$ cat config.mk
export PLATFORM = sky130hd
export DESIGN_NAME = adxl357_frame_unpacker
export DESIGN_NICKNAME = d
export VERILOG_FILES = /design/src/rtl/adxl357_frame_unpacker.sv
export SDC_FILE = /design/constraint.sdc
export NUM_CORES = 1
export LEC_CHECK = 0
export CAP_MARGIN = 20
export CELL_PAD_IN_SITES_DETAIL_PLACEMENT = 0
export CELL_PAD_IN_SITES_GLOBAL_PLACEMENT = 1
export CORE_UTILIZATION = 42
export DETAILED_ROUTE_END_ITERATION = 10
export PLACE_DENSITY_LB_ADDON = 0.1
export SLEW_MARGIN = 15
export SYNTH_ARGS = -nofsm -noshare
export SYNTH_HDL_FRONTEND = slang
export SYNTH_SLANG_ARGS = --single-unit
$ cat constraint.sdc
create_clock -name i_clk -period 4.3 [get_ports i_clk]
set_clock_uncertainty 0.15 [all_clocks]
set_input_delay 1.29 -clock i_clk [delete_from_list [all_inputs] [get_ports i_clk]]
set_output_delay 1.29 -clock i_clk [all_outputs]
set_load 0.02 [all_outputs]
$ cat src/rtl/adxl357_frame_unpacker.sv
// adxl357_frame_unpacker: captures ADXL357 11-byte bursts, unpacks temp/XYZ, box-averages 2^n frames.
// Ports: i_clk/i_rst clock and sync reset; i_enable block enable; i_finish controller done level;
// i_frame 11 burst bytes (byte k at [8k+7:8k]); i_avg_log2 averaging exponent; i_ready downstream ready;
// o_valid/o_temp/o_x/o_y/o_z result stream; o_frame_cnt accepted frames; o_drop_cnt dropped results;
// o_stale no frame seen for TIMEOUT_CYC enabled cycles.
module adxl357_frame_unpacker #(
    parameter int MAX_AVG_LOG2 = 7,
    parameter int TIMEOUT_CYC = 5_000_000
) (
    input  logic        i_clk,
    input  logic        i_rst,
    input  logic        i_enable,
    input  logic        i_finish,
    input  logic [87:0] i_frame,
    input  logic [2:0]  i_avg_log2,
    input  logic        i_ready,
    output logic        o_valid,
    output logic [11:0] o_temp,
    output logic [31:0] o_x,
    output logic [31:0] o_y,
    output logic [31:0] o_z,
    output logic [31:0] o_frame_cnt,
    output logic [15:0] o_drop_cnt,
    output logic        o_stale
);
    localparam int AW = 20 + MAX_AVG_LOG2;
    localparam int CW = MAX_AVG_LOG2 + 1;
    localparam int SW = $clog2(TIMEOUT_CYC + 1);
    localparam logic [2:0] NMAX = 3'(MAX_AVG_LOG2);
    typedef enum logic [1:0] {IDLE, UNPACK, EMIT} state_t;
    state_t state_q, state_d;
    logic finish_q, pending_q, pending_d, valid_q, valid_d;
    logic [87:0] cap_q;
    logic signed [AW-1:0] acc_x_q, acc_x_d, acc_y_q, acc_y_d, acc_z_q, acc_z_d;
    logic [CW-1:0] cnt_q, cnt_d;
    logic [2:0] n_cur_q, n_cur_d, n_in, n_use;
    logic [11:0] temp_q, temp_d, otemp_q, otemp_d, temp_now;
    logic [31:0] x_q, x_d, y_q, y_d, z_q, z_d, frame_cnt_q, frame_cnt_d;
    logic [15:0] drop_q, drop_d;
    logic [SW-1:0] stale_q, stale_d;
    logic signed [19:0] ax, ay, az;
    logic frame_edge, pend_any, last, stale_hit, unused_bits;
    assign frame_edge = i_finish & ~finish_q & i_enable;
    // An edge in the current cycle counts as pending so the FSM reaches UNPACK one cycle after capture.
    assign pend_any = pending_q | frame_edge;
    assign temp_now = {cap_q[3:0], cap_q[15:8]};
    assign ax = {cap_q[23:16], cap_q[31:24], cap_q[39:36]};
    assign ay = {cap_q[47:40], cap_q[55:48], cap_q[63:60]};
    assign az = {cap_q[71:64], cap_q[79:72], cap_q[87:84]};
    assign unused_bits = ^{cap_q[7:4], cap_q[35:32], cap_q[59:56], cap_q[83:80]};
    assign n_in = (i_avg_log2 > NMAX) ? NMAX : i_avg_log2;
    // The exponent is latched at the first frame of a block so mid-block changes wait for the next block.
    assign n_use = (cnt_q == '0) ? n_in : n_cur_q;
    assign last = (cnt_q + CW'(1)) == (CW'(1) << n_use);
    assign stale_hit = stale_q == SW'(TIMEOUT_CYC);
    assign o_valid = valid_q;
    assign o_temp = otemp_q;
    assign o_x = x_q;
    assign o_y = y_q;
    assign o_z = z_q;
    assign o_frame_cnt = frame_cnt_q;
    assign o_drop_cnt = drop_q;
    assign o_stale = stale_hit;
    always_ff @(posedge i_clk) begin
        if (i_rst) state_q <= IDLE;
        else state_q <= state_d;
    end
    always_comb begin
        state_d = IDLE;
        if (i_enable)
            unique case (state_q)
                IDLE:    state_d = pend_any ? UNPACK : IDLE;
                UNPACK:  state_d = last ? EMIT : IDLE;
                EMIT:    state_d = pend_any ? UNPACK : IDLE;
                default: state_d = IDLE;
            endcase
    end
    always_comb begin
        pending_d = frame_edge | (pending_q & (state_q != UNPACK));
        acc_x_d = acc_x_q;
        acc_y_d = acc_y_q;
        acc_z_d = acc_z_q;
        cnt_d = cnt_q;
        n_cur_d = n_cur_q;
        temp_d = temp_q;
        valid_d = valid_q & ~i_ready;
        x_d = x_q;
        y_d = y_q;
        z_d = z_q;
        otemp_d = otemp_q;
        drop_d = drop_q;
        frame_cnt_d = frame_cnt_q + {31'd0, frame_edge};
        stale_d = frame_edge ? '0 : (stale_hit ? stale_q : stale_q + SW'(1));
        if (state_q == UNPACK) begin
            acc_x_d = acc_x_q + AW'(ax);
            acc_y_d = acc_y_q + AW'(ay);
            acc_z_d = acc_z_q + AW'(az);
            cnt_d = cnt_q + CW'(1);
            n_cur_d = n_use;
            temp_d = temp_now;
        end
        if (i_enable && state_q == EMIT) begin
            acc_x_d = '0;
            acc_y_d = '0;
            acc_z_d = '0;
            cnt_d = '0;
            if (!valid_q || i_ready) begin
                x_d = 32'(acc_x_q) >>> n_cur_q;
                y_d = 32'(acc_y_q) >>> n_cur_q;
                z_d = 32'(acc_z_q) >>> n_cur_q;
                otemp_d = temp_q;
                valid_d = 1'b1;
            end else begin
                drop_d = (drop_q == 16'hFFFF) ? drop_q : drop_q + 16'd1;
            end
        end
        if (!i_enable) begin
            acc_x_d = '0;
            acc_y_d = '0;
            acc_z_d = '0;
            cnt_d = '0;
            pending_d = 1'b0;
            stale_d = '0;
            valid_d = 1'b0;
        end
    end
    always_ff @(posedge i_clk) begin
        if (i_rst) begin
            finish_q <= 1'b0;
            cap_q <= '0;
            pending_q <= 1'b0;
            acc_x_q <= '0;
            acc_y_q <= '0;
            acc_z_q <= '0;
            cnt_q <= '0;
            n_cur_q <= '0;
            temp_q <= '0;
            valid_q <= 1'b0;
            x_q <= '0;
            y_q <= '0;
            z_q <= '0;
            otemp_q <= '0;
            drop_q <= '0;
            frame_cnt_q <= '0;
            stale_q <= '0;
        end else begin
            finish_q <= i_finish;
            if (frame_edge) cap_q <= i_frame;
            pending_q <= pending_d;
            acc_x_q <= acc_x_d;
            acc_y_q <= acc_y_d;
            acc_z_q <= acc_z_d;
            cnt_q <= cnt_d;
            n_cur_q <= n_cur_d;
            temp_q <= temp_d;
            valid_q <= valid_d;
            x_q <= x_d;
            y_q <= y_d;
            z_q <= z_d;
            otemp_q <= otemp_d;
            drop_q <= drop_d;
            frame_cnt_q <= frame_cnt_d;
            stale_q <= stale_d;
        end
    end
endmodule
==> Word level (Yosys, flattened, before mapping) <==
Cells that the tools add are included.
{ "totals": {"ff_bits": 376, "input_bits": 96, "out_inout_bits": 158} }
{ "classes": {"n_eq_ne": 6, "mux": 7, "reduce_logical": 11, "n_addsub": 7, "n_shift": 4, "order_cmp": 1, "n_bitwise": 11} }
{ "op_table": {"columns": ["op", "count"], "rows": [
  ["27-bit by 3-bit >>> shifter with 32-bit output", 3],
  ["27-bit by 20-bit adder with 27-bit output", 3],
  ["32-bit by 1-bit adder with 32-bit output", 1],
  ["23-bit by 1-bit adder with 23-bit output, second input constant", 1],
  ["23-bit == test, second input constant", 1],
  ["16-bit by 1-bit adder with 16-bit output, second input constant", 1],
  ["16-bit == test, second input constant", 1],
  ["8-bit by 1-bit adder with 8-bit output, second input constant", 1],
  ["8-bit == test", 1],
  ["8-bit zero test", 1],
  ["1-bit by 3-bit << shifter with 8-bit output, first input constant", 1],
  ["3-bit two-way mux", 2],
  ["3-bit OR reduction", 2],
  ["1-bit NOT", 5],
  ["1-bit bitwise AND", 4],
  ["2-bit case mux with 2 select lines", 1],
  ["2-bit OR reduction", 2],
  ["3-bit > comparator, second input constant", 1],
  ["1-bit two-way mux", 3],
  ["3-bit AND reduction", 1],
  ["2-bit by 1-bit == test with 1-bit output, second input constant", 1],
  ["2-bit == test, second input constant", 1],
  ["2-bit zero test", 1],
  ["2-bit two-way mux", 1],
  ["6 further kinds", 7]
]} }

==> Longest topological paths before layout <==
Gate-level depths: netlist (run 1).
{ "depth": {"depth_word": 7, "depth_mapped": 12, "depth_no_buf": 11} }

==> Least setup slack after synthesis (run 1) <==
Ideal clock, no wire load.
{ "synth_path": {"path_type": "input port to flip-flop", "startpoint": "input i_finish", "endpoint": "register frame_cnt_q[28] (netlist: o_frame_cnt[28])", "stages": 12, "slack_ns": 0.448, "t_arrival_ns": 3.575, "n_path_buf": 1, "setup_ns": 0.128, "path_cell_list": "nor2b_1 -> nand2_1 -> inv_2 -> buf_1 -> ha_1 -> ha_1 -> nand2_1 -> nor4_2 -> nor2b_1 -> nand4_1 -> xor2_1 -> nor2_1"} }
{ "synth_between": {"elab_chain_cells": 3} }
{ "synth_lines": {"columns": ["item", "line_no", "rtl"], "rows": [
  ["start, declared", "13", "input logic i_finish,"],
  ["1-bit bitwise AND (2 in series)", "43", "assign frame_edge = i_finish & ~finish_q & i_enable;"],
  ["net frame_edge", "42", "logic frame_edge, pend_any, last, stale_hit, unused_bits;"],
  ["32-bit by 1-bit adder with 32-bit output", "92", "frame_cnt_d = frame_cnt_q + {31'd0, frame_edge};"],
  ["end signal, assigned", "162", "frame_cnt_q <= frame_cnt_d;"],
  ["end, declared", "38", "logic [31:0] x_q, x_d, y_q, y_d, z_q, z_d, frame_cnt_q, frame_cnt_d;"]
]} }
The timed path passes the listed nets, and every way through them passes these cells.
A chain may end at the register's enable or synchronous reset.

==> Worst setup path after layout (run 1) <==
{ "layout_path": {"startpoint": "register stale_q[0]", "endpoint": "output o_stale"} }
{ "layout_between": {"elab_chain_cells": 1} }
{ "layout_lines": {"columns": ["item", "line_no", "rtl"], "rows": [
  ["start, declared", "40", "logic [SW-1:0] stale_q, stale_d;"],
  ["start signal, assigned", "163", "stale_q <= stale_d;"],
  ["23-bit == test", "55", "assign stale_hit = stale_q == SW'(TIMEOUT_CYC);"],
  ["end, declared", "24", "output logic o_stale"]
]} }
Every way passes these cells.

==> impl_results.md, run 1 <==
- First-pass GRT wire length: approximately 90000 um
- Share of the synthesized area in the top cell type: 35.3%
- Drt initial violations: around 1100
- Die height: ~220 um
- Cells after synthesis: between 2000 and 2500
- Fin Setup TNS: 0 ps
- Crit-path max cell delay: approximately 670 ps
- Detail-routed net length per standard cell: between 15 and 20 um
- Worst path cell trace: inv_1 > ha_1 > nand2_1 > nor3_1 > nand4_1 > nor4_4 > clkdlybuf4s50_1
- Post-synth top flop: dfxtp_1
- Post-synth EDFFs: 0
- Status: finished clean
- Syn nets: around 2500
- Maximum vdd ir drop: 281 uV
- Root buf cell: clkbuf_16
- Warnings, synthesis: 0
- Finish-stage setup viols: 0
- IO Count: between 200 and 300
- DR pass1 iterations: 5
- FF+latch count, synth: 345
- Clock transition at the registers of the reported paths: 60 ps
- Power per Cell Area: about 320 nW/um^2
- Hold_buf cts: 0
- Int Pwr: between 5 and 6 mW
- RSZ-0062 raised after global routing: no
- Top cells by count, synth: 478 x nand2_1, 345 x dfxtp_1, 238 x a21oi_1
- Required time worst endpoint: about 2900 ps
- Via/cell ratio: 5.63
- Ratio of final minimum period to clock period: between 90 and 100%
- Hold Fails Final Rpt: 0
- Count leader, synth: nand2_1
- Total routed wirelength: 58100 um
- Clk sinks: 345
- Worst Hold Class: reg2reg
- Synth area leader: dfxtp_1
- Core area: roughly 46000 um^2
- Comb power frac: 6.6%
- Gr ovfl total: 0
- Worst EP arrival: approximately 2600 ps
- CP Launch Type: flip-flop
- Number of global-route vias before repair: 16800
- Switching Share: around a quarter
- Die W: between 200 and 250 um
- Gp weighted congestion: between 0.8 and 0.9
- Syn-to-layout area delta: 21.8%
- Leak pwr: around 8.5 nW
- Clock buffer depth: 3
- Floorplan row count: between 70 and 80
- Initial antenna violation count: 1
- Htree depth: 2
- Port Buffer Count: ~240
- Largest cells by area after synthesis: dfxtp_1 35%, nand2_1 9.2%, mux4_2 7.4%, a21oi_1 6.1%, ha_1 5.4%
- Crit. End Element: primary output
- Largest net degree at the start of global routing: 98
- Hpwl dp: 41600 um
- Ys async rst share: 0%
- Crit-path max FO: 4
- Multi-input gate area: approximately 12000 um^2
- Sequential area share after synthesis: between 30% and 40%
- Num CTS Buffers: around 40
- Slew Viols, Final: 0
- Relative slew margins: 28.1%
- # fillers: between 4000 and 5000
- Layout cell share with drive strength beyond 1: between 8 and 9%
- Final Net Count: between 2000 and 3000
- Resize count post-CTS: 0
- Post-CTS Repair Setup Buffers: 0
- Worst slew pin tran: about 1100 ps
- Remaining DRCs: 0
- TritonCTS clock tree: built
- Initial core utilization: a little over two fifths
- Number of antenna-violating nets in the routed design: 0
- Via count: between 15000 and 20000
- Clock latency on the worst-skew pair: slightly below 600 ps
- Register Area: 6920 um^2
- Total power: between 7 and 8 mW
- Clk pwr share: 50.0%
- Max_cap viols: 0
- GR Util All Layers: about a quarter
- Setup CP Type: reg2out
- Syn Area/Cell: roughly 8.3 um^2
- Synth unique cells: between 80 and 90
- Power share of the sequential group: 43.4%
- Final min period: between 4000 and 5000 ps
- Maximum clock rate: between 0.2 and 0.25 GHz
- Psw: roughly 1.8 mW
- DIE AREA: 47500 um^2
- Synthesized cell area: between 15000 and 20000 um^2
- CP max-delay cell: clkdlybuf4s50_1
==> final timing paths <==
kind,start,endpoint,slack [ps],cells past startpoint
min reg2reg,temp_q[7],o_temp[7],300,2
min,temp_q[7],o_temp[7],300,2
max reg2reg,acc_z_q[12],acc_z_q[26],1280,9
max,stale_q[0],o_stale,300,7
==> power groups by stage <==
stage | registers (mW) | clock network, mW | logic [mW]
global route | 3.30 | 4.01 | 0.548
CTS | 3.29 | 3.88 | 0.501
floorplan | 3.33 | 0 | 0.327
finish | 3.29 | 3.79 | 0.500
global placement | 3.36 | 0 | 0.494
detailed placement | 3.36 | 0 | 0.499
==> flip-flops by register name, indices dropped and copies added (netlist names), 8 cells and up <==
register     cells
acc_y_q         27
acc_x_q         27
o_z             27
o_frame_cnt     32
cap_q           72
cnt_q            8
o_drop_cnt      16
stale_q         23
o_temp          12
o_y             27
acc_z_q         27
o_x             27
temp_q          12
==> logic make-up after synthesis <==
logic type | count (synthesis) | share of synthesized area, %
AND/OR/NAND/NOR | 917 | 20.7
multiplexers | 115 | 10.0
buffers and inverters | 195 | 4.19
adder cells (fa/ha/maj) | 88 | 5.74
flip-flops | 345 | 35.3
XOR/XNOR | 117 | 5.23
AO/OA/AOI/OAI | 583 | 18.8
==> worst max-delay path, delay by kind of cell (launching register included) <==
family                   cells  cell delay, ps
flip-flops                   1             320
adder cells (fa/ha/maj)      1             150
AND/OR/NAND/NOR              4             750
buffers and inverters        2             760
==> through the flow <==
step | setup slack, ps | instances | hold WS (ps) | utilization [%] | area [um^2]
2_1_floorplan | 448 | 2360 | 282 | - | 19600
6_report | 296 | 3149 | 301 | 52.2 | 23800
4_1_cts | 149 | 3147 | 304 | 52.1 | 23800
3_3_place_gp | 328 | 3072 | 288 | 48.9 | 22300
3_5_place_dp | 355 | 3072 | 291 | 48.9 | 22300
5_1_grt | 90.3 | 3149 | 318 | 52.2 | 23800
==> cell type report <==
class / instances / area share, %
diodes: 1 / 0.0105
clock buffers: 54 / 4.89
clock inverters: 21 / 1.27
inverters: 38 / 0.598
multi-input cells: 1820 / 49.8
flip-flops and latches: 345 / 29.0
well taps: 600 / 3.15
repair buffers: 270 / 11.2
==> metal layers <==
metal | share of wire (%) | GRT usage, %
met5 | 0 | 0
met4 | 2.4 | 6.67
met3 | 5.9 | 4.63
met2 | 44 | 37.3
met1 | 48 | 33.8
==> cells in the final DEF, fill, tap and decap left out, drive strengths merged, types with 6 or more instances in the layout <==
| master | n |
|---|---|
| xnor2 | 46 |
| a311oi | 42 |
| nor2 | 203 |
| nor3 | 29 |
| o211ai | 17 |
| xor2 | 71 |
| inv | 40 |
| nand3 | 54 |
| and2 | 11 |
| and4 | 7 |
| bufinv | 7 |
| a211oi | 55 |
| clkbuf | 54 |
| mux4 | 64 |
| nand4 | 24 |
| nand2b | 12 |
| ha | 85 |
| nor4 | 8 |
| a2111oi | 6 |
| clkdlybuf4s50 | 236 |
| a21oi | 239 |
| o21bai | 10 |
| nor2b | 20 |
| o31a | 6 |
| clkinv | 12 |
| o21a | 9 |
| mux2i | 46 |
| o21ai | 106 |
| dfxtp | 345 |
| a21o | 32 |
| and3 | 22 |
| or3 | 29 |
| nand2 | 478 |
| buf | 34 |
| a31oi | 15 |
Note: power is estimated with default switching activity, not from simulation.
==> run 2, diff against run 1 <==
Settings changed: ABC_CLOCK_PERIOD_IN_PS set to 4300.
==> results of run 2 <==
No change in the layout: final DEF, timing and power equal those of run 1.
==> run 3, diff against run 2 <==
Settings changed: CORE_MARGIN set to 4, GPL_ROUTABILITY_DRIVEN set to 0.
==> run 3 against run 2 <==
- routed wire length rose by 1.9%
- global-route usage fell by 1.3 points
- non-clock buffer count rose by 3
- sequential power barely moved
- power rose by 0.84%
- via count fell by 0.31%
- cell count rose by 0.16%
- critical path type unchanged
==> impl_results.md, run 3 (synthesis gave the netlist of run 1 again) <==
- Status: finished clean
- Ratio of final minimum period to clock period: 94.7% (+1.6 points)
- Hold Fails Final Rpt: 0 (unchanged)
- Syn-to-layout area delta: 22.2%
- Clock latency on the worst-skew pair: 570 ps (about the same)
- Finish-stage setup viols: 0 (unchanged)
- GR Util All Layers: 22.8% (-1.3 points)
- Commonest cells after routing, fill and taps aside: 477 x nand2_1, 342 x dfxtp_1, 238 x a21oi_1, 236 x clkdlybuf4s50_1, 202 x nor2_1
- Fin Setup TNS: 0 ps (unchanged)
- TritonCTS clock tree: built
- Power per Cell Area: 320 nW/um^2 (+0.52%)
- Final min period: 4070 ps (+66.7 ps)
- Most flop-heavy register: cap_q
- Setup CP Type: reg2out
- Worst reg-to-reg setup slack: 1220 ps (-60 ps)
- Floorplan row count: 78 (unchanged)
- Crit-path max cell delay: 700 ps (+30 ps)
- Drt initial violations: 1230 (+10%)
- First-pass GRT wire length: 93900 um (+2.7%)
- Crit-path max FO: 6 (+2)
- Required time worst endpoint: 2860 ps (about the same)
- R2r worst-path depth: 9 (unchanged)
- Clock buffer depth: 3 (unchanged)
- Worst path cell trace: nor4b_1 > nand4_1 > nor4_2 > clkdlybuf4s50_1
- Leak pwr: 8.58 nW (+0.49%)
- Leading cell type in the layout, fill and taps excluded: nand2_1
- Worst Hold Class: reg2reg
- Final Net Count: 2704 (+0.15%)
- Htree depth: 2 (unchanged)
- Clock transition at the registers of the reported paths: 60 ps (about the same)
- Hold_buf cts: 0 (unchanged)
- Worst slew pin tran: 1060 ps (-20.3 ps)
- Number of global-route vias before repair: 16900 (+0.59%)
- CP max-delay cell: clkdlybuf4s50_1
- Max reg flops: 72 (unchanged)
- Clk sinks: 345 (unchanged)
- Hold path start: cap_q[12]
- Via/cell ratio: 5.61 (-0.47%)
- Max_cap viols: 0 (unchanged)
- Worst r2r src: acc_z_q[13]
- Die W: 224 um (+2.8%)
- Gr ovfl total: 0 (unchanged)
- Hold path endpoint: temp_q[4]
- RSZ-0062 raised after global routing: no
- Crit. End Element: primary output
- Layout cell share with drive strength beyond 1: 8.54% (+0.33 points)
- Port Buffer Count: 237 (unchanged)
- Worst EP arrival: 2630 ps (+70 ps)
- Total routed wirelength: 59200 um (+1.9%)
- Slew Viols, Final: 0 (unchanged)
- Remaining DRCs: 0 (unchanged)
- Number of antenna-violating nets in the routed design: 0 (unchanged)
- ANT cells: 0 (-1)
- Resize count post-CTS: 0 (unchanged)
- Via count: 17700 (-0.31%)
- Relative slew margins: 29.4% (+1.4 points)
- Largest net degree at the start of global routing: 230 (+130%)
- Initial core utilization: 42.8% (-0.091 points)
- # fillers: 4389 (+0.57%)
- Post-CTS Repair Setup Buffers: 0 (unchanged)
- Maximum vdd ir drop: 265 uV (-5.6%)
- Root buf cell: clkbuf_16
- Initial antenna violation count: 0 (-1)
- Hpwl dp: 42200 um (+1.4%)
- CP Launch Type: flip-flop
- IO Count: 254 (unchanged)
- Min Hold Slack: 300 ps (-1.04 ps)
- DIE AREA: 50100 um^2 (+5.6%)
- Core area: 45800 um^2 (+0.21%)
- Worst Hold Depth: 2 (unchanged)
- Die height: 224 um (+2.8%)
- Detail-routed net length per standard cell: 18.8 um (+1.7%)
- FF-to-FF End: acc_z_q[26]
- Maximum clock rate: 0.246 GHz (-1.6%)
- Num CTS Buffers: 42 (+2.4%)
- DR pass1 iterations: 5 (unchanged)
## run 3: critical path: cells and delay by family, from the launching register on
kind	cells	cell delay (ps)
DFF	1	370
and+or+nand+nor	3	990
buffers and inverters	1	700
## run 3: worst max-delay path by stage
stage / start / end / slack [ps] / depth (start not counted)
after floorplan: i_finish / o_frame_cnt[28] / 450 / 12
after CTS: stale_q[2] / o_stale / 180 / 4
final: stale_q[2] / o_stale / 230 / 4
after global placement: i_finish / o_frame_cnt[28] / 340 / 12
after detailed placement: i_finish / o_frame_cnt[28] / 340 / 12
after global routing: stale_q[0] / o_stale / 90 / 7
## run 3: metrics by stage
step	utilization (%)	area, um^2	worst slack [ps]	total power, mW	cells
finish	52.2	23900	229	7.65	3154
global route	52.2	23900	85.8	7.92	3154
CTS	52.2	23900	176	7.74	3154
detailed placement	48.9	22400	342	3.87	3076
global placement	48.9	22400	341	3.86	3076
floorplan	-	19600	448	3.66	2360
## run 3: routing by layer
| metal | up-vias | wire [um] | GRT usage [%] |
|---|---|---|---|
| met5 | - | 0 | 0 |
| met4 | 0 | 1160 | 5.59 |
| met3 | 64 | 3000 | 3.47 |
| met2 | 430 | 26500 | 36.1 |
| met1 | 8454 | 28600 | 32.9 |
| li1 | 8741 | - | - |
## run 3: cell type report
class                   count  area, um^2  share of cell area (%)
multi-input cells        1820       11900                    49.6
clock inverters            16         238                   0.994
repair buffers            273        2710                    11.3
well taps                 600         751                    3.14
flip-flops and latches    345        6920                    28.9
clock buffers              62        1290                    5.39
inverters                  38         143                   0.597
## run 3: where the power goes
group | total, mW | switching [mW] | internal, mW
registers | 3.30 | 0.0590 | 3.24
clock network | 3.85 | 1.46 | 2.39
logic | 0.501 | 0.292 | 0.209
total | 7.65 | 1.81 | 5.83
